[src/rtl/canny_ctrl_pkg.sv]
// canny_ctrl_pkg
// Shared types and constants for the Canny per-frame controller:
//   - ctrl_state_e : frame FSM states
//   - ADDR_*       : cfg register map
//   - THR_*_DEF    : threshold reset defaults
//   - thr_pair_t   : packed {high, low} threshold pair, matching the cfg
//                    addr 0 data layout
package canny_ctrl_pkg;

  typedef enum logic [1:0] {
    IDLE     = 2'd0,
    WAIT_SOF = 2'd1,
    ACTIVE   = 2'd2,
    SKIP     = 2'd3
  } ctrl_state_e;

  localparam logic [1:0] ADDR_THR  = 2'd0;  // {high[15:8], low[7:0]}
  localparam logic [1:0] ADDR_SKIP = 2'd1;  // skip ratio [3:0]
  localparam logic [1:0] ADDR_CTRL = 2'd2;  // bit0 enable
  localparam logic [1:0] ADDR_CLR  = 2'd3;  // bit0 write-1 clears err_geom

  localparam logic [7:0] THR_LOW_DEF  = 8'd40;
  localparam logic [7:0] THR_HIGH_DEF = 8'd100;

  typedef struct packed {
    logic [7:0] high;
    logic [7:0] low;
  } thr_pair_t;

endpackage

[src/rtl/vip_geom_checker.sv]
// vip_geom_checker
// Frame edge detection plus per-line / per-frame geometry checking.
//   clk, rst_n      : pixel clock, synchronous active-low reset
//   vsync/href/clken: upstream video controls
//   chk_en          : qualifies the mismatch output (frame being passed)
//   vsync_d/href_d  : 1-cycle registered copies, reused by the parent as
//                     the first video pipeline stage
//   sof/eof         : combinational rising/falling edge of vsync
//   mismatch        : combinational; a completed line has a pixel count
//                     other than IMG_HDISP, or the frame ending this cycle
//                     has a line count other than IMG_VDISP
module vip_geom_checker #(
  parameter int IMG_HDISP = 640,
  parameter int IMG_VDISP = 480
) (
  input  logic clk,
  input  logic rst_n,
  input  logic vsync,
  input  logic href,
  input  logic clken,
  input  logic chk_en,
  output logic vsync_d,
  output logic href_d,
  output logic sof,
  output logic eof,
  output logic mismatch
);

  localparam int HW = $clog2(IMG_HDISP + 1);
  localparam int VW = $clog2(IMG_VDISP + 1);
  localparam logic [HW-1:0] HDISP_C = HW'(IMG_HDISP);
  localparam logic [VW-1:0] VDISP_C = VW'(IMG_VDISP);

  logic [HW-1:0] pix_cnt;
  logic [VW-1:0] line_cnt;
  logic [VW-1:0] line_nxt;
  logic          href_fall;
  logic          pix_in;

  assign sof       = vsync & ~vsync_d;
  assign eof       = ~vsync & vsync_d;
  assign href_fall = href_d & ~href;
  assign pix_in    = href & clken;

  // A line may close on the same cycle vsync drops; the frame check must
  // see that last line, so compare against the post-increment value.
  assign line_nxt = (href_fall && line_cnt != '1) ? line_cnt + VW'(1) : line_cnt;

  assign mismatch = chk_en & ((href_fall & (pix_cnt != HDISP_C)) |
                              (eof & (line_nxt != VDISP_C)));

  always_ff @(posedge clk) begin
    if (!rst_n) begin
      vsync_d  <= 1'b0;
      href_d   <= 1'b0;
      pix_cnt  <= '0;
      line_cnt <= '0;
    end else begin
      vsync_d <= vsync;
      href_d  <= href;
      if (sof) begin
        // keep a pixel that coincides with the start of frame
        pix_cnt  <= pix_in ? HW'(1) : '0;
        line_cnt <= '0;
      end else begin
        if (href_fall)
          pix_cnt <= '0;
        else if (pix_in && pix_cnt != '1)
          pix_cnt <= pix_cnt + HW'(1);
        line_cnt <= line_nxt;
      end
    end
  end

endmodule

[src/rtl/canny_frame_ctrl.sv]
// canny_frame_ctrl
// Per-frame controller between the Gaussian filter and the Canny detector.
// Latches hysteresis thresholds at frame start, gates frames by a skip
// ratio, checks frame geometry and pulses frame_done after passed frames.
// Optional feature macro: CANNY_CTRL_FRAME_SKIP_EN (skip ratio + SKIP state).
// Ports:
//   clk, rst_n                 : pixel clock, synchronous active-low reset
//   cfg_wr/cfg_addr/cfg_wdata  : register port (see canny_ctrl_pkg ADDR_*)
//   per_frame_*/per_img_y      : upstream video
//   post_frame_*/post_img_y    : gated video, 2-cycle latency
//   thr_low/thr_high           : thresholds for the current frame
//   frame_done                 : 1-cycle pulse after each passed frame
//   err_geom                   : sticky geometry error
//   busy                       : frame being passed or skipped
module canny_frame_ctrl
  import canny_ctrl_pkg::*;
#(
  parameter int         IMG_HDISP    = 640,
  parameter int         IMG_VDISP    = 480,
  parameter logic [7:0] THR_LOW_RST  = THR_LOW_DEF,
  parameter logic [7:0] THR_HIGH_RST = THR_HIGH_DEF
) (
  input  logic        clk,
  input  logic        rst_n,
  input  logic        cfg_wr,
  input  logic [1:0]  cfg_addr,
  input  logic [15:0] cfg_wdata,
  input  logic        per_frame_vsync,
  input  logic        per_frame_href,
  input  logic        per_frame_clken,
  input  logic [7:0]  per_img_y,
  output logic        post_frame_vsync,
  output logic        post_frame_href,
  output logic        post_frame_clken,
  output logic [7:0]  post_img_y,
  output logic [7:0]  thr_low,
  output logic [7:0]  thr_high,
  output logic        frame_done,
  output logic        err_geom,
  output logic        busy
);

  ctrl_state_e state;
  thr_pair_t   thr_sh;
  logic        enable;
`ifdef CANNY_CTRL_FRAME_SKIP_EN
  logic [3:0]  skip_ratio;
  logic [3:0]  skip_cnt;
`endif

  // first pipeline stage (vsync/href stage lives in the checker)
  logic        vsync_d, href_d, clken_d;
  logic [7:0]  y_d;
  logic        sof, eof, mismatch;
  logic        act;
  logic        clr_err;

  assign act     = (state == ACTIVE);
  assign busy    = (state == ACTIVE) || (state == SKIP);
  assign clr_err = cfg_wr && (cfg_addr == ADDR_CLR) && cfg_wdata[0];

  vip_geom_checker #(
    .IMG_HDISP (IMG_HDISP),
    .IMG_VDISP (IMG_VDISP)
  ) u_geom (
    .clk      (clk),
    .rst_n    (rst_n),
    .vsync    (per_frame_vsync),
    .href     (per_frame_href),
    .clken    (per_frame_clken),
    .chk_en   (act),
    .vsync_d  (vsync_d),
    .href_d   (href_d),
    .sof      (sof),
    .eof      (eof),
    .mismatch (mismatch)
  );

  // Shadow registers: writable at any time, consumed only at frame start.
  always_ff @(posedge clk) begin
    if (!rst_n) begin
      thr_sh     <= '{high: THR_HIGH_RST, low: THR_LOW_RST};
      enable     <= 1'b0;
`ifdef CANNY_CTRL_FRAME_SKIP_EN
      skip_ratio <= 4'd0;
`endif
    end else if (cfg_wr) begin
      case (cfg_addr)
        ADDR_THR:  thr_sh     <= thr_pair_t'(cfg_wdata);
`ifdef CANNY_CTRL_FRAME_SKIP_EN
        ADDR_SKIP: skip_ratio <= cfg_wdata[3:0];
`endif
        ADDR_CTRL: enable     <= cfg_wdata[0];
        default: ;
      endcase
    end
  end

  // Frame FSM with registered video/status outputs.
  always_ff @(posedge clk) begin
    if (!rst_n) begin
      state            <= IDLE;
      thr_low          <= THR_LOW_RST;
      thr_high         <= THR_HIGH_RST;
      frame_done       <= 1'b0;
      err_geom         <= 1'b0;
      clken_d          <= 1'b0;
      y_d              <= 8'd0;
      post_frame_vsync <= 1'b0;
      post_frame_href  <= 1'b0;
      post_frame_clken <= 1'b0;
      post_img_y       <= 8'd0;
`ifdef CANNY_CTRL_FRAME_SKIP_EN
      skip_cnt         <= 4'd0;
`endif
    end else begin
      clken_d <= per_frame_clken;
      y_d     <= per_img_y;

      // Stage 1 holds the sample that arrived with the SOF decision, so
      // gating stage 1 by the current state lines up with the frame.
      post_frame_vsync <= act & vsync_d;
      post_frame_href  <= act & href_d;
      post_frame_clken <= act & clken_d;
      post_img_y       <= act ? y_d : 8'd0;

      // clear first, then set, so a coincident set wins
      err_geom   <= (err_geom & ~clr_err) | mismatch;
      frame_done <= 1'b0;

      case (state)
        IDLE: begin
`ifdef CANNY_CTRL_FRAME_SKIP_EN
          // restart the decimation phase on every enable
          skip_cnt <= 4'd0;
`endif
          if (enable) state <= WAIT_SOF;
        end

        WAIT_SOF: begin
          if (!enable) begin
            state <= IDLE;
          end else if (sof) begin
`ifdef CANNY_CTRL_FRAME_SKIP_EN
            skip_cnt <= (skip_cnt >= skip_ratio) ? 4'd0 : skip_cnt + 4'd1;
            if (skip_cnt == 4'd0) begin
              state    <= ACTIVE;
              thr_low  <= thr_sh.low;
              thr_high <= thr_sh.high;
            end else begin
              state <= SKIP;
            end
`else
            state    <= ACTIVE;
            thr_low  <= thr_sh.low;
            thr_high <= thr_sh.high;
`endif
          end
        end

        ACTIVE: begin
          if (eof) begin
            frame_done <= 1'b1;
            state      <= enable ? WAIT_SOF : IDLE;
          end
        end

`ifdef CANNY_CTRL_FRAME_SKIP_EN
        SKIP: begin
          if (eof) state <= enable ? WAIT_SOF : IDLE;
        end
`endif

        default: state <= IDLE;
      endcase
    end
  end

endmodule

[config.mk]
export PLATFORM = sky130hd
export DESIGN_NAME = canny_frame_ctrl
export DESIGN_NICKNAME = d
export VERILOG_FILES = /design/src/rtl/canny_ctrl_pkg.sv /design/src/rtl/vip_geom_checker.sv /design/src/rtl/canny_frame_ctrl.sv
export SDC_FILE = /design/constraint.sdc
export NUM_CORES = 1
export LEC_CHECK = 0
export ABC_AREA = 0
export BUFFER_PORTS_ARGS = -buffer_cell sky130_fd_sc_hd__clkbuf_2
export CORE_MARGIN = 4
export CORE_UTILIZATION = 24
export DETAILED_ROUTE_END_ITERATION = 10
export SETUP_SLACK_MARGIN = 0.2
export SYNTH_ARGS = -nofsm -noshare
export SYNTH_HDL_FRONTEND = slang
export SYNTH_SLANG_ARGS = --single-unit
[constraint.sdc]
create_clock -name clk -period 1.8 [get_ports clk]
set_input_delay 0.18 -clock clk [delete_from_list [all_inputs] [get_ports clk]]
set_output_delay 0.18 -clock clk [all_outputs]
set_load 0.03 [all_outputs]
# [Word level (Yosys, flattened, before mapping)]
# Cells that the tools add are included.
# Widths: inputs -> output; s select.
[op_classes] muxes=12 reduce_logical=14 eq_ne=12 n_addsub=2 n_bitwise=18
[op_table] operator="$mux 10" n=3
[op_table] operator="$ne 10x10->1 const B" n=2
[op_table] operator="$ne 9x9->1 const B" n=2
[op_table] operator="$and 1x1->1" n=11
[op_table] operator="$add 10x1->10 const B" n=1
[op_table] operator="$add 9x1->9 const B" n=1
[op_table] operator="$mux 9" n=1
[op_table] operator="$eq 2x2->1 const B" n=4
[op_table] operator="$mux 2" n=4
[op_table] operator="$pmux 2 s3" n=1
[op_table] operator="$reduce_and 2->1" n=3
[op_table] operator="$reduce_and 3->1" n=2
[op_table] operator="$not 1->1" n=5
[op_table] operator="$logic_and 1x1->1" n=4
[op_table] operator="$logic_not 2->1" n=2
[op_table] operator="$mux 1" n=3
[op_table] operator="$ne 3x3->1 const B" n=1
[op_table] operator="$reduce_bool 3->1" n=1
[op_table] operator="$eq 2x1->1 const B" n=1
[op_table] operator="$ne 2x1->1 const B" n=1
[op_table] operator="$ne 2x2->1 const B" n=1
[op_table] operator="$or 1x1->1" n=2
[op_table] operator="$reduce_or 2->1" n=1
[op_table] operator="$logic_or 1x1->1" n=1
[totals] regBits=78 word_cells=76 output_inout_bits=30 input_bits=32

# [Logic depth before layout (Yosys ltp)]
[logic_depth] depth_word=9 ltp_mapped=9 depth_no_buf=9

# [Modules after synthesis]
# A second synthesis with hierarchy kept.
[hier_totals] hier_cells=323 hier_area_um2=3159.3
[by_module_without_submodules] mod="canny_frame_ctrl" n_inst=1 cells_each=187 seq_area_each_um2=1141.1 area_per_inst_um2=2018.2
[by_module_without_submodules] mod="vip_geom_checker" n_inst=1 cells_each=136 seq_area_each_um2=420.4 area_per_inst_um2=1141.1

# [Worst setup path before layout]
# No wires, ideal clock.
[synth_path] path_kind="flip-flop to flip-flop" start="register u_geom.line_cnt[0]" end="register err_geom" setup_slack_ns=-0.149 path_buffers=0 arrival_ns=1.835 setup_ns=0.114 path_stages_with_launch=10 required_ns=1.686 path_cell_list="dfxtp_1 > ha_1 > nand2_1 > nor3_1 > ha_1 > nor3b_4 > nand2b_4 > o22ai_1 > o2111ai_1 > a21o_1"
[synth_via] elab_chain_cells=8 elab_cells_between_ends=9 classes_between="1 x add/sub; 2 x eq/ne; 1 x mux; 4 x bitwise; 1 x reduce/logical"
[synth_rtl] item="start, declared" line="vip_geom_checker.sv:35" source="logic [VW-1:0] line_cnt;"
[synth_rtl] item="start signal, assigned" line="vip_geom_checker.sv:70" source="line_cnt <= line_nxt;"
[synth_rtl] item="branches (longest 2 deep; another with $add 9x1->9)"
[synth_rtl] item="$mux 9 (*)" line="vip_geom_checker.sv:47" source="assign line_nxt = (href_fall && line_cnt != '1) ? line_cnt + VW'(1) : line_cnt;"
[synth_rtl] item="$ne 9x9->1 (*)" line="vip_geom_checker.sv:50" source="(eof & (line_nxt != VDISP_C)));"
[synth_rtl] item="$and 1x1->1 (*)" line="vip_geom_checker.sv:50"
[synth_rtl] item="$or 1x1->1 (*)" line="vip_geom_checker.sv:49" source="assign mismatch = chk_en & ((href_fall & (pix_cnt != HDISP_C)) |"
[synth_rtl] item="$and 1x1->1 (*)" line="vip_geom_checker.sv:49"
[synth_rtl] item="$or 1x1->1 (*)" line="canny_frame_ctrl.sv:128" source="err_geom <= (err_geom & ~clr_err) | mismatch;"
[synth_rtl] item="end signal, assigned" line="canny_frame_ctrl.sv:128"
[synth_rtl] item="end, declared" line="canny_frame_ctrl.sv:39" source="output logic err_geom,"
# Every way passes the cells marked *.
# A chain may end at the register's enable or synchronous reset.

# [Worst setup path in the final report]
[layout_path] start="register u_geom.line_cnt[6]" end="register err_geom"
# The elaborated chain is that of the path after synthesis.

==> summary.md <==
| Metric | Value |
|---|---|
| Antenna Cells | `0` |
| Max Freq | `526 MHz` |
| Synth top cells by count | `nand2_1, dfxtp_1, and2_1, nor2_1, a21boi_0` |
| Via count | `2513` |
| Std cell rows | `41` |
| DR WL/cell | `11.9 µm` |
| Fraction of registers with async set/reset | `0%` |
| All-Layer GR Usage | `9.88%` |
| Total clock sinks | `78` |
| Critical path's slowest cell | `dfxtp_1` |
| Clk network pwr share | `46.2%` |
| Critical path class | `register to register` |
| DRT Pass-1 Iters | `4` |
| Crit-path cells | `nand2_1 > nor3_2 > ha_2 > nor3b_4 > a2111oi_2 > o2111ai_2 > a21o_1` |
| Drt total wl | `7060 µm` |
| WL met1 | `3120 µm` |
| CTS tree | `yes` |
| Tmin final | `1900 ps` |
| Status | `finished, violations left` |
| IR drop worst, VDD | `375 µV` |
| Die boundary width | `121 µm` |
| Share of Yosys cell area claimed by the top area cell type | `50.8%` |
| Pwr Total | `0.00360 W` |
| Max cap viols | `0` |
| Fin Hold WS | `61.1 ps` |
| P_leak | `1.65 nW` |
| Flop2flop setup slack | `-100 ps` |
| Endpoints failing setup | `4` |
| Crit path buf inv count | `0` |
| CP Capture Type | `register` |
| Fillers | `1302` |
| Worst Max-Slew Pin Slew | `413 ps` |
| Layout cells sized above 1 | `30.4%` |
| Post-synthesis cell area | `3080 µm²` |
| Number of global-route vias before repair | `2398` |
| Routability cong. | `0.791` |
| FF+latch area | `1570 µm²` |
| CP Launch Type | `register` |
| Max-slew headroom | `72.4%` |
| First-pass GRT wire length | `11400 µm` |
| Initial Util | `24.5%` |
| Post-synthesis sequential area ratio | `50.8%` |
| Grt ovf | `0` |
| Largest net degree at the start of global routing | `39` |
| Final Cycle Share | `106%` |
| Slowest stage delay, CP | `410 ps` |
| Multi-input combinational cell area | `1510 µm²` |
| Top post-synthesis cells by area | `dfxtp_1, nand2_1, and2_1, a21boi_0, nor2_1` |
| First DRT Iteration DRCs | `121` |
| Clock buffer depth | `2` |
| Drt drc | `0` |
| Initial antenna violation count | `0` |
| Reg-to-Reg Start | `u_geom.line_cnt[6]` |
| Port Buf Inserts | `61` |
| Critical path arrival | `2120 ps` |
| Die area | `14700 µm²` |
| Area growth syn-to-layout | `31.7%` |
| Int Pwr | `0.00287 W` |
| Antenna-violating nets left | `0` |
| Failing checks | `negative setup slack` |
| Top_reg_cell synth | `dfxtp_1` |
| H-Tree Level Count | `3` |
| RSZ-0062 raised after global routing | `true` |
| Clk pin slew, worst setup/hold paths | `60 ps` |
| Metal2 WL | `3360 µm` |
| Reg2reg end | `err_geom` |
| Topmost layer with routed signal wires | `met4` |
| Fin nets | `454` |
| Crit-path max FO | `7` |
| Clk Tree Root Cell | `clkbuf_16` |
| Worst-skew pair later-pin latency | `330 ps` |
| FF+latch count, synth | `78` |
| Top-count cell post-synth | `nand2_1` |
| Switch Pwr | `0.000734 W` |
| Core ar. | `12600 µm²` |
| Power per Cell Area | `888 nW/µm²` |
| Netlist cell types | `45` |
| Reg power frac | `49.3%` |
| Crit. path cell count | `7` |
| Io pins | `62` |
| Syn Inst Count | `342` |
| Total CTS buffers | `9` |
| Worst Skew | `6.03 ps` |
| Die Ht | `121 µm` |
| Yosys warns | `0` |
| Family with the most delay on the worst path | `compound AO/OA/AOI/OAI gates` |
| CP required | `2020 ps` |
| Met3 wire len | `418 µm` |
| Setup crit end | `err_geom` |
| CP startpoint | `u_geom.line_cnt[6]` |
| Sw frac | `20.4%` |
| Synthesized Nets | `378` |
| Mapped Avg Cell Area | `9.00 µm²` |
| Hold Vio Cnt, Final | `0` |
| Final WS setup | `-101 ps` |
| Combinational Power Share | `4.5%` |
| Min-delay worst type | `primary input to register` |
| Worst reg2reg path depth | `7` |
| Post-synth EDFFs | `0` |
| Area leader, netlist | `dfxtp_1` |
| Vias per cell | `4.24` |
| Detailed Place HPWL | `5100 µm` |
| Max-slew violations | `0` |
-- layer usage --
metal / vias up / track usage [%]
met4: 0 / 3.99
met3: 13 / 3.92
met2: 45 / 16.2
li1: 1280 / -
met5: - / 0
met1: 1175 / 11.5
-- cell families (layout without fill, tap and decap cells) --
family	after synthesis	after routing	synth area share, %
simple gates	178	178	29.2
flops	78	78	50.8
compound gates	44	44	10.4
buf+inv	22	101	3.38
xor+xnor	13	13	3.70
fa+ha+maj	4	4	1.63
mux	3	3	0.976
-- through the flow --
step           instances  util, %  instance area [µm²]  setup WS, ps  setup TNS (ps)
2_1_floorplan        342        -                 3110         -8.48           -8.48
6_report             593     32.2                 4050          -101            -210
4_1_cts              592     31.7                 3990         -59.1           -90.7
3_3_place_gp         577     29.3                 3690         -6.40           -6.40
3_5_place_dp         577     29.3                 3690         -45.6           -49.3
5_1_grt              593     32.2                 4050          -221           -1160
-- final cells by class --
type	instances	share of cell area, %
clock buffers	13	6.67
repair buffers	82	11.6
clock inverters	1	0.123
multi-input cells	242	37.2
well taps	172	5.31
inverters	5	0.463
flip-flops and latches	78	38.7
-- placed cells by master (no fill, tap or decap), drive strengths merged, types with 6 or more instances in the layout --
cell and instances:
xor2 8, and2 23, o21ai 6, a21boi 22
dfxtp 78, nand4 9, buf 21, nor2 22
nand3 14, a21oi 7, clkbuf 74, nand2 82
-- registers in the layout, summed over array words and instances, names as in the netlist --
name / flops
thr_sh: 16
u_geom.pix_cnt: 10
u_geom.line_cnt: 9
post_img_y: 8
thr_high: 8
thr_low: 8
y_d: 8
state: 2
clken_d: 1
enable: 1
err_geom: 1
frame_done: 1
post_frame_clken: 1
post_frame_href: 1
post_frame_vsync: 1
u_geom.href_d: 1
u_geom.vsync_d: 1
-- power by group through the flow --
| stage | Sequential [W] | Clock [W] | Combinational (W) |
|---|---|---|---|
| 6_report | 0.00177 | 0.00166 | 0.000162 |
| 5_1_grt | 0.00178 | 0.00179 | 0.000182 |
| 4_1_cts | 0.00177 | 0.00172 | 0.000163 |
| 3_5_place_dp | 0.00181 | 0 | 0.000159 |
| 3_3_place_gp | 0.00181 | 0 | 0.000155 |
| 2_1_floorplan | 0.00181 | 0 | 0.0000906 |
-- repair_timing --
action	4_1_cts	5_1_grt
hold buffers	0	0
resized for setup	4	17
pin swaps	3	12
buffers inserted	1	1
endpoints found under the setup margin	13	19
-- worst min path at each step --
stage / start / end / slack, ps / cells after the start
finish: per_img_y[0] / y_d[0] / 60 / 2
global route: per_img_y[4] / y_d[4] / 50 / 2
CTS: per_img_y[0] / y_d[0] / 50 / 2
detailed placement: per_img_y[0] / y_d[0] / 390 / 2
global placement: per_img_y[0] / y_d[0] / 390 / 2
floorplan: per_frame_vsync / frame_done / 260 / 1
Note: power is estimated with default switching activity, not from simulation.
